===== src/rtl/dino_jump_ctrl.sv =====
// Dino vertical-motion controller: button edge capture plus integer jump/fall physics on frame ticks.
// Optional feature macro: DINO_JUMP_CUT_EN (releasing jump while rising starts the fall early).
module dino_jump_ctrl #(
    parameter int unsigned Y_W      = 6,
    parameter int unsigned S_W      = 4,
    parameter int unsigned JUMP_VEL = 8,
    parameter int unsigned GRAVITY  = 1,
    parameter int unsigned MAX_FALL = 8
) (
    input  logic           clk,
    input  logic           rst_n,
    input  logic           tick,
    input  logic           run,
    input  logic           jump_btn,
    input  logic           duck_btn,
    output logic [Y_W-1:0] dino_y,
    output logic           airborne,
    output logic           ducking,
    output logic           jump_pulse,
    output logic           land_pulse
);

    typedef enum logic [1:0] {GROUND, DUCK, RISING, FALLING} state_t;

`ifdef DINO_JUMP_CUT_EN
    localparam bit CUT_EN = 1'b1;
`else
    localparam bit CUT_EN = 1'b0;
`endif

    localparam int unsigned   C_W      = (Y_W > S_W + 1) ? Y_W : S_W + 1;
    localparam logic [S_W-1:0] JUMP_SPD = S_W'(JUMP_VEL);
    localparam logic [S_W-1:0] GRAV_SPD = S_W'(GRAVITY);
    localparam logic [S_W:0]   FALL_CAP = (S_W+1)'(MAX_FALL);

    // The apex of a full arc is the triangular sum of JUMP_VEL; it must fit in dino_y.
    if (JUMP_VEL * (JUMP_VEL + 1) / 2 >= 2 ** Y_W) begin : g_y_chk
        $error("dino_jump_ctrl: jump apex does not fit in Y_W bits");
    end
    if (GRAVITY < 1 || JUMP_VEL >= 2 ** S_W || MAX_FALL >= 2 ** S_W || GRAVITY >= 2 ** S_W) begin : g_s_chk
        $error("dino_jump_ctrl: speed parameters out of range for S_W");
    end

    state_t         state;
    logic [S_W-1:0] speed;
    logic           pending;
    logic           btn_q;

    logic           rise;
    logic [S_W:0]   fall_sum;
    logic [S_W-1:0] fall_spd;
    logic           land_now;
    logic [Y_W-1:0] rise_y;

    // NOTE: every always_comb output gets a value on every path, so no latch can be inferred.
    always_comb begin
        rise     = jump_btn & ~btn_q;
        fall_sum = {1'b0, speed} + (S_W+1)'(GRAVITY);
        fall_spd = (fall_sum > FALL_CAP) ? S_W'(MAX_FALL) : fall_sum[S_W-1:0];
        land_now = C_W'(dino_y) <= C_W'(fall_spd);
        rise_y   = dino_y + Y_W'(speed);
    end

    // NOTE: all state is updated with non-blocking assignments so every branch sees pre-edge values.
    always_ff @(posedge clk or negedge rst_n) begin
        if (!rst_n) begin
            state      <= GROUND;
            dino_y     <= '0;
            speed      <= '0;
            pending    <= 1'b0;
            btn_q      <= 1'b0;
            jump_pulse <= 1'b0;
            land_pulse <= 1'b0;
        end else begin
            btn_q      <= jump_btn;
            jump_pulse <= 1'b0;
            land_pulse <= 1'b0;
            if (!run) begin
                pending <= 1'b0;
            end else begin
                if (rise) pending <= 1'b1;
                if (tick) begin
                    case (state)
                        GROUND: begin
                            if (pending || rise) begin
                                state      <= RISING;
                                speed      <= JUMP_SPD;
                                pending    <= 1'b0;
                                jump_pulse <= 1'b1;
                            end else if (duck_btn) begin
                                state <= DUCK;
                            end
                        end
                        DUCK: begin
                            pending <= 1'b0;
                            dino_y  <= '0;
                            if (!duck_btn) state <= GROUND;
                        end
                        RISING: begin
                            pending <= 1'b0;
                            if (CUT_EN && !jump_btn) begin
                                state <= FALLING;
                                speed <= '0;
                            end else begin
                                dino_y <= rise_y;
                                if (speed <= GRAV_SPD) begin
                                    state <= FALLING;
                                    speed <= '0;
                                end else begin
                                    speed <= speed - GRAV_SPD;
                                end
                            end
                        end
                        FALLING: begin
                            pending <= 1'b0;
                            if (land_now) begin
                                state      <= GROUND;
                                dino_y     <= '0;
                                speed      <= '0;
                                land_pulse <= 1'b1;
                            end else begin
                                dino_y <= dino_y - Y_W'(fall_spd);
                                speed  <= fall_spd;
                            end
                        end
                        default: state <= GROUND;
                    endcase
                end
            end
        end
    end

    assign airborne = (state == RISING) || (state == FALLING);
    assign ducking  = (state == DUCK);

endmodule


===== config.mk =====
export PLATFORM = sky130hd
export DESIGN_NAME = dino_jump_ctrl
export DESIGN_NICKNAME = d
export VERILOG_FILES = /design/src/rtl/dino_jump_ctrl.sv
export SDC_FILE = /design/constraint.sdc
export NUM_CORES = 1
export LEC_CHECK = 0
export ABC_CLOCK_PERIOD_IN_PS = 3950
export CAP_MARGIN = 25
export CORE_MARGIN = 2
export CORE_UTILIZATION = 50
export CTS_CLUSTER_DIAMETER = 120
export DETAILED_ROUTE_END_ITERATION = 6
export PLACE_DENSITY = 0.73
export SYNTH_ARGS = -nofsm -noshare
export SYNTH_HDL_FRONTEND = slang
export SYNTH_SLANG_ARGS = --single-unit

===== constraint.sdc =====
create_clock -name clk -period 3.95 [get_ports clk]
set_clock_uncertainty 0.2 [all_clocks]
set_input_delay 0.79 -clock clk [delete_from_list [all_inputs] [get_ports clk]]
set_output_delay 0.79 -clock clk [all_outputs]
set_load 0.05 [all_outputs]

==> out/metrics.yaml <==
status: "finished, final reports clean"
cts_tree: "yes"
worstSetupStartpointType: "flop"
hold_viol: 0
worstPathMaxFanout: 9
cts_hold_buf: 0
synthCells: 138
post-route-period-util_pct: 81.5
grt_start_max_net_pins: 18
dp_cells: 175
grt_pass1_wl_um: 4730
irDropWorstVdd_mv: 0.372
crit_path_cell_trace: "ha_1 -> nand2b_1 -> mux2i_1 -> nand2_1 -> ha_1 -> and4_1 -> a21oi_2 -> o311ai_4 -> nor2_1 -> or3b_1"
place_hpwl_um: 2130
num_vias: 1066
syn_to_final_growth_pct: 16.0
setup_ws_ps: 730
crit_type: "flop to flop"
synthTopCellsByArea: "dfrtp_1, ha_1, nor2_1"
antenna_found_initial: 0
finalCriticalPeriod_ps: 3220
fmax_mhz: 311
drc: 0
die_h_um: 53.5
async_flop_share_pct: 100
antennaDiodeCount: 0
drt_iter0_markers: 32
synth_cell_type_count: 43
ys_seq_elements: 16
max_slew.worst_pin.slew_ps: 734
maxSlewViolCount: 0
synth_edf_count: 0
routed_via_density: 5.96
fillCellCount: 202
end_kind: "flop"
max_cap_viol_count: 0
powerDensity_nw_per_um2: 667
slowest_stage: "dfrtp_1"
p_leak_nw: 0.654
yosysTopAreaCellShare_pct: 32.6
core_um2: 2280
track_usage_pct: 23.3
clk_latency_ps: 300
dp_worst_setup_slack_ps: 789
fin_util_pct: 62.6
worst-path-buf-inv: 0
cts.path.max_buffers: 2
gp_congestion: 0.857
clk_pin_slew_worst_paths_ps: 110
cts_made_buffers: 3
rsz0062_at_grt: "false"
pin_count: 16
yosysWarnings: 0
die-area_um2: 2870
wl_per_cell_um: 15.8
fin_cells: 179
drtPass1Iterations: 4
cts_resized: 0
cts_root_buf: "clkbuf_4"
num_rows: 17
wirelength_um: 2820
final_cell_mix: "dfrtp_1, clkdlybuf4s50_1, nor2_1, nand2_1, ha_1"
grt_overflow: 0
worstPathRequired_ps: 3930
initial_core_util_pct: 53.9
path_common_cell: "ha_1"
avgSynthCellArea_um2: 8.89
grt_pass1_vias: 1017
synth_top_area_cell: "dfrtp_1"
syn_area_um2: 1230
die_w_um: 53.5
seq_area_frac_synth_pct: 32.6
power.total_w: 0.000950
hp-class: "flop to flop"
io_buffer_count: 15
htreeDepth: 1
slew_headroom_pct: 50.9
post_cts_buffers: 0
slowest_delay_ps: 510
crit_family: "simple AND/OR/NAND/NOR gates"
numClockSinks: 16
ff2ff_setup_slack_ps: 730
layout_commonest_cell: "dfrtp_1"
final_antenna_net_count: 0
drive_gt1_share_pct: 5.30
setup_viol: 0
fin_tns_setup_ps: 0
arrival_ps: 3200
synth_flop_cell: "dfrtp_1"
synth.net_count: 157
nets: 171
## cell families (layout without fill, tap and decap cells)
| group | count (synthesis) | in the layout | synth area share, % |
|---|---|---|---|
| flip-flops | 16 | 16 | 32.6 |
| buffers and inverters | 14 | 27 | 4.48 |
| XOR/XNOR | 7 | 7 | 5.00 |
| AND/OR/NAND/NOR | 46 | 46 | 18.1 |
| adder cells (fa/ha/maj) | 13 | 13 | 14.5 |
| AO/OA/AOI/OAI | 40 | 40 | 23.5 |
| multiplexers | 2 | 2 | 1.73 |
## worst reg2reg max path, delay by kind of cell (launching register included)
family | cells | cell delay, ps
AND/OR/NAND/NOR | 5 | 990
adder cells (fa/ha/maj) | 2 | 670
flip-flops | 1 | 510
AO/OA/AOI/OAI | 2 | 430
multiplexers | 1 | 300
## registers in the layout (all words and copies together) (netlist names)
| register | count |
|---|---|
| pending | 1 |
| dino_y | 6 |
| btn_q | 1 |
| speed | 4 |
| land_pulse | 1 |
| state | 2 |
| jump_pulse | 1 |
## through the flow
| stage | hold slack [ps] | instance area [µm²] |
|---|---|---|
| 3_3_place_gp | 364 | 1390 |
| 4_1_cts | 394 | 1420 |
| 3_5_place_dp | 364 | 1390 |
| 2_1_floorplan | 294 | 1230 |
| 6_report | 388 | 1420 |
| 5_1_grt | 432 | 1420 |
## Yosys cell counts (2+ instances only)
master / number
dfrtp_1: 16
nor2_1: 13
nand2_1: 12
ha_1: 11
a21oi_1: 9
o21ai_0: 9
inv_1: 8
clkbuf_1: 4
nand3_1: 4
xnor2_1: 4
nor2b_1: 3
nor3_1: 3
nor4_1: 3
o221ai_1: 3
xor2_1: 3
a21o_1: 2
a22oi_1: 2
buf_2: 2
fa_1: 2
o31ai_1: 2
## worst paths after layout
check	startpoint	end	cells after the start
worst max register to register	speed[0]	dino_y[3]	10
worst min-delay path	dino_y[0]	dino_y[0]	2
worst max-delay path	speed[0]	dino_y[3]	10
min in group asynchronous	rst_n	dino_y[1]	1
worst min register to register	dino_y[0]	dino_y[0]	2
max in group asynchronous	rst_n	state[0]	1
## per-layer routing
metal  vias to the layer above  GRT usage (%)  wire length (µm)
li1                        525              -                 -
met5                         -              0                 0
met3                         5           3.61               131
met2                        33           38.1              1350
met1                       503           31.3              1300
met4                         0           8.55                38
## where the power goes
| part | total (W) | switching [W] | internal, W |
|---|---|---|---|
| clock | 0.000117 | 0.0000609 | 0.0000562 |
| sequential | 0.000296 | 0.0000948 | 0.000201 |
| combinational | 0.000538 | 0.000318 | 0.000220 |
| total | 0.000950 | 0.000473 | 0.000477 |
## cell type report
class,instances,area (µm²),share of cell area [%]
flip-flops and latches,16,400,28.1
inverters,8,30.0,2.11
multi-input cells,108,772,54.2
well taps,28,35.0,2.46
repair buffers,15,150,10.5
clock buffers,4,36.3,2.55
(Power assumes the default switching activity.)
